==> src/rtl/conv_layer_sched.sv <==
// Layer sequencer for the convolution engine: load weights, run conv_ctrl, drain
// the save pipeline, flip the ping-pong buffer, repeat for num_layers layers.
module conv_layer_sched #(
  parameter int LAYER_W      = 4,
  parameter int DRAIN_CYCLES = 2,
  parameter int CNT_W        = 16
) (
  input  logic               clk,
  input  logic               reset,
  input  logic               start,
  input  logic               abort,
  input  logic [LAYER_W-1:0] num_layers,
  output logic               load_req,
  output logic [LAYER_W-1:0] load_layer,
  input  logic               load_done,
  output logic               en_ctrl,
  input  logic               conv_finish,
  output logic [LAYER_W-1:0] layer_idx,
  output logic               buf_sel,
  output logic               busy,
  output logic               done,
  output logic               aborted,
  output logic [CNT_W-1:0]   last_run_cycles,
  output logic [2:0]         o_dbg_state
);

  typedef enum logic [2:0] {
    S_IDLE, S_LOAD, S_WAIT_LOAD, S_RUN, S_DRAIN, S_NEXT, S_DONE
  } state_t;

  localparam logic [LAYER_W-1:0] ONE_L      = 1;
  localparam logic [CNT_W-1:0]   ONE_C      = 1;
  localparam logic [7:0]         DRAIN_LAST = 8'(DRAIN_CYCLES - 1);

  state_t             r_state, w_state_nxt;
  logic [LAYER_W-1:0] r_num_layers;
  logic [7:0]         r_drain_cnt;
  logic [CNT_W-1:0]   r_run_cnt;
  logic [CNT_W-1:0]   w_run_inc;
  logic               w_last_layer;
  logic               w_abort;
  logic               w_accept;

  assign w_abort      = abort && (r_state != S_IDLE);
  assign w_accept     = (r_state == S_IDLE) && start && (num_layers != '0);
  assign w_last_layer = (layer_idx == (r_num_layers - ONE_L));
  // Counter value including the current RUN cycle, held at all-ones once saturated.
  assign w_run_inc    = (r_run_cnt == '1) ? r_run_cnt : (r_run_cnt + ONE_C);
  assign o_dbg_state  = r_state;

  always_comb begin
    w_state_nxt = r_state;
    case (r_state)
      S_IDLE:      if (start) w_state_nxt = (num_layers != '0) ? S_LOAD : S_DONE;
      S_LOAD:      w_state_nxt = S_WAIT_LOAD;
      S_WAIT_LOAD: if (load_done) w_state_nxt = S_RUN;
      S_RUN:       if (conv_finish) w_state_nxt = S_DRAIN;
      S_DRAIN:     if (r_drain_cnt == DRAIN_LAST) w_state_nxt = S_NEXT;
      S_NEXT:      w_state_nxt = w_last_layer ? S_DONE : S_LOAD;
      S_DONE:      w_state_nxt = S_IDLE;
      default:     w_state_nxt = S_IDLE;
    endcase
    if (w_abort) w_state_nxt = S_IDLE;
  end

  // Strobes are registered from the next state so they line up with the state they describe.
  always_ff @(posedge clk or posedge reset) begin
    if (reset) begin
      r_state         <= S_IDLE;
      r_num_layers    <= '0;
      r_drain_cnt     <= '0;
      r_run_cnt       <= '0;
      load_req        <= 1'b0;
      load_layer      <= '0;
      en_ctrl         <= 1'b0;
      layer_idx       <= '0;
      buf_sel         <= 1'b0;
      busy            <= 1'b0;
      done            <= 1'b0;
      aborted         <= 1'b0;
      last_run_cycles <= '0;
    end else begin
      r_state  <= w_state_nxt;
      load_req <= (w_state_nxt == S_LOAD);
      en_ctrl  <= (w_state_nxt == S_RUN);
      busy     <= (w_state_nxt != S_IDLE);
      done     <= (r_state == S_DONE) && !abort;
      aborted  <= w_abort;

      if (w_accept) begin
        r_num_layers <= num_layers;
        layer_idx    <= '0;
        buf_sel      <= 1'b0;
      end

      if (w_state_nxt == S_LOAD)
        load_layer <= (r_state == S_NEXT) ? (layer_idx + ONE_L) : '0;

      if ((r_state == S_NEXT) && !w_abort) begin
        buf_sel <= ~buf_sel;
        if (!w_last_layer) layer_idx <= layer_idx + ONE_L;
      end

      if (r_state == S_RUN) begin
        r_run_cnt <= w_run_inc;
        if (conv_finish && !w_abort) last_run_cycles <= w_run_inc;
      end else begin
        r_run_cnt <= '0;
      end

      r_drain_cnt <= (r_state == S_DRAIN) ? (r_drain_cnt + 8'd1) : 8'd0;
    end
  end

endmodule

==> config.mk <==
export PLATFORM = sky130hd
export DESIGN_NAME = conv_layer_sched
export DESIGN_NICKNAME = d
export VERILOG_FILES = /design/src/rtl/conv_layer_sched.sv
export SDC_FILE = /design/constraint.sdc
export NUM_CORES = 1
export LEC_CHECK = 0
export CORE_AREA = 2 2 105 76
export CTS_BUF_LIST = sky130_fd_sc_hd__clkbuf_2
export DETAILED_ROUTE_END_ITERATION = 8
export DIE_AREA = 0 0 107 78
export MAX_ROUTING_LAYER = met4
export PLACE_DENSITY_LB_ADDON = 0.3
export SETUP_SLACK_MARGIN = 0.3
export SYNTH_ARGS = -nofsm -noshare
export SYNTH_HDL_FRONTEND = slang
export SYNTH_SLANG_ARGS = --single-unit
==> constraint.sdc <==
create_clock -name clk -period 5.6 [get_ports clk]
set_clock_uncertainty 0.05 [all_clocks]
set_input_delay 0.56 -clock clk [delete_from_list [all_inputs] [get_ports clk]]
set_output_delay 0.56 -clock clk [all_outputs]
set_load 0.01 [all_outputs]
==> impl_metrics.yaml <==
status:
  outcome: "finished, final reports clean"
worst_setup_path:
  r2r_end: "layer_idx[0]$_DFF_PP0_"
  cp_max_fo: 14
  worstSetupStartpointType: "flip-flop"
  worst-endpoint-arrival_ps: 1780
  worstPathRequired_ps: 4990
  crit_family: "flip-flops"
  critical_path_buf_inv_count: 1
  rr_worst_depth: 5
  slowest_delay_ps: 670
  path_class: "reg2out"
  cp-end-kind: "primary output"
  cpMaxStageDelayCell: "dfrtp_1"
  timing.rr.start: "o_dbg_state[0]$_DFF_PP0_"
  rrSetupSlack_ps: 3390
  path_cells: "clkdlybuf4s50_1"
  cp.depth: 1
synthesis:
  yosysTopAreaCell: "dfrtp_1"
  avgSynthCellArea_sq_um: 10.17
  synth_top_area_frac: 0.5304
  synthFlopType: "dfrtp_1"
  synth-xor-area-share: 0.07783
  synthSimpleGateAreaFrac: 0.2165
  yosysWarnings: 0
  synthMuxAreaShare: 0.02174
  synth_compound_area_frac: 0.1083
  synth_edf_count: 0
  postSynthCellCount: 283
  synthAdderAreaFrac: 0.02174
  synth.distinct_cells: 46
  synth_top_family_by_area: "simple AND/OR/NAND/NOR gates"
  synth_fp_nets: 298
  synthTopCellsByArea: "dfrtp_1 53%, nand2_1 4.4%, nor2_1 4.2%"
  ys_seq_elements: 61
  ys_seq_area_frac: 0.5304
  synthArstFlopShare: 1.000
  synth_area_sq_mm: 0.002878
layout:
  nets: 345
  final_area_sq_mm: 0.003528
  final_common_cell: "dfrtp_1"
  drive_gt1_frac: 0.08060
  utilization: 0.4864
  mostFrequentLayoutCells: "61 x dfrtp_1, 42 x clkdlybuf4s50_1, 34 x nand2_1, 32 x nor2_1, 20 x o21ai_0"
  area_growth_pct: 22.61
  antenna_cells: 0
  n_fill_cell: 689
  layout.cells.non_filler: 433
power:
  power_mw: 1.204
  power_leakage_nw: 1.539
  cellPowerDensity_mw_per_mm2: 341.2
  peakVddDrop_mv: 0.1938
clocking:
  clkTransAtPathRegs_ps: 170
  ctsHtreeMaxLevel: 3
  cts-resized-gates: 0
  clockBufferDepth: 2
  clock-root-buffer: "clkbuf_2"
  ctsHoldBuffers: 0
  cts_buffers: 9
  clk_latency_ps: 490
  cts_setup_buffers: 0
  numClockSinks: 61
  cts_tree: "yes"
floorplanning:
  core_sq_mm: 0.007254
  dieArea_sq_mm: 0.008346
  start_util: 0.3967
  die_y_um: 78
  die_w_um: 107
  rows: 26
  ios: 43
placement:
  numPortBuffers: 42
  placed_area_sq_mm: 0.003398
  gp_congestion: 0.8422
  place_inst: 417
  dp_hpwl_um: 4428
sta:
  hold_viol_final: 0
  min_period_ps: 2394
  finalSetupTns_ps: 0
  worst_pin_slew_ps: 894.4
  slew_headroom: 0.4023
  finalSetupViolations: 0
  drv_slew: 0
  max_freq_ghz: 0.4178
  rsz0062_at_grt: "no"
  period_share: 0.4274
global_route:
  grt_pass1_vias: 2169
  grt_overflow: 0
  grt_busiest_layer: "met1"
  grt_max_degree: 62
  antenna_found_initial: 0
  grt_pass1_wl_um: 11000
  grt_use_total: 0.1758
  use_met3: 0.06387
  use_met1: 0.2520
  gr-usage-met2: 0.2306
hold_path:
  min_to: "last_run_cycles[8]$_DFFE_PP0P_"
  min_from: "last_run_cycles[8]$_DFFE_PP0P_"
  min_path_cells: 2
  min_path_type: "reg2reg"
detailed_routing:
  final_antenna_net_count: 0
  avgRoutedWirePerCell_um: 14.61
  via_per_inst: 5.030
  vias: 2178
  drt_iter0_markers: 138
  drtPass1Iterations: 4
  finalWirelength_um: 6327
  drc_errors: 0
flow_run:
  maxCapViolCount: 0
-- worst max-delay path by stage --
stage,startpoint,end,slack (ps)
2_1_floorplan,reset,aborted$_DFF_PP0_,3480
3_3_place_gp,abort,layer_idx[0]$_DFF_PP0_,3000
3_5_place_dp,abort,layer_idx[0]$_DFF_PP0_,2950
5_1_grt,o_dbg_state[2]$_DFF_PP0_,o_dbg_state[2],3080
6_report,o_dbg_state[2]$_DFF_PP0_,o_dbg_state[2],3210
4_1_cts,o_dbg_state[2]$_DFF_PP0_,o_dbg_state[2],3170
-- kinds of logic after synthesis --
logic type | Yosys count
buffers and inverters | 17
AOI/OAI and AO/OA | 48
DFF | 61
adders and majority gates | 5
muxes | 6
xor gates and xnor gates | 24
and+or+nand+nor | 122
-- flip-flops by register name (all words and copies together), names as in the netlist --
register,cells
en_ctrl,1
buf_sel,1
load_req,1
aborted,1
r_run_cnt,16
busy,1
r_drain_cnt,8
layer_idx,4
r_num_layers,4
load_layer,4
o_dbg_state,3
done,1
last_run_cycles,16
-- layout make-up --
cell class,count,area (sq um),share of cell area
clock buffer,11,55.05,0.01560
clock inverter,5,75.07,0.02128
inverter,10,37.54,0.01064
multi-input combinational,205,1284,0.3638
sequential,61,1526,0.4326
tap,98,122.6,0.03475
timing repair buffer,43,427.9,0.1213
-- metal layers --
metal,up-vias,share of wire
met1,1032,0.52
met5,-,0
met3,9,0.049
met4,0,0.012
met2,52,0.42
li1,1085,-
-- where the power goes --
| part | switching, mW | total [mW] | internal [mW] |
|---|---|---|---|
| logic | 0.178 | 0.338 | 0.160 |
| clock network | 0.156 | 0.306 | 0.150 |
| registers | 0.0692 | 0.560 | 0.491 |
| total | 0.404 | 1.20 | 0.800 |
-- per-stage QoR --
step	hold slack [ps]	setup WS [ps]
5_1_grt	480.6	3079
3_3_place_gp	414.1	2999
2_1_floorplan	416.5	3477
6_report	452.2	3206
4_1_cts	461.7	3172
3_5_place_dp	425.4	2951
-- synth_stat cells, types with 2 or more instances --
| master | n |
|---|---|
| ha_1 | 5 |
| nand3_1 | 16 |
| a22o_1 | 7 |
| clkbuf_1 | 4 |
| inv_1 | 10 |
| nand2b_1 | 4 |
| a31oi_1 | 2 |
| nor4_1 | 4 |
| nor3b_1 | 3 |
| a211oi_1 | 5 |
| or3_1 | 3 |
| a21o_1 | 4 |
| nor3_1 | 5 |
| xor2_1 | 10 |
| a21boi_0 | 2 |
| buf_2 | 2 |
| nand2_1 | 34 |
| mux2_2 | 2 |
| dfrtp_1 | 61 |
| mux2i_1 | 4 |
| and3_1 | 4 |
| nor2_1 | 32 |
| nor2b_1 | 2 |
| nand4_1 | 3 |
| a21oi_1 | 3 |
| o21ai_0 | 20 |
| xnor2_1 | 13 |
Power figures use the tool's default switching activity.
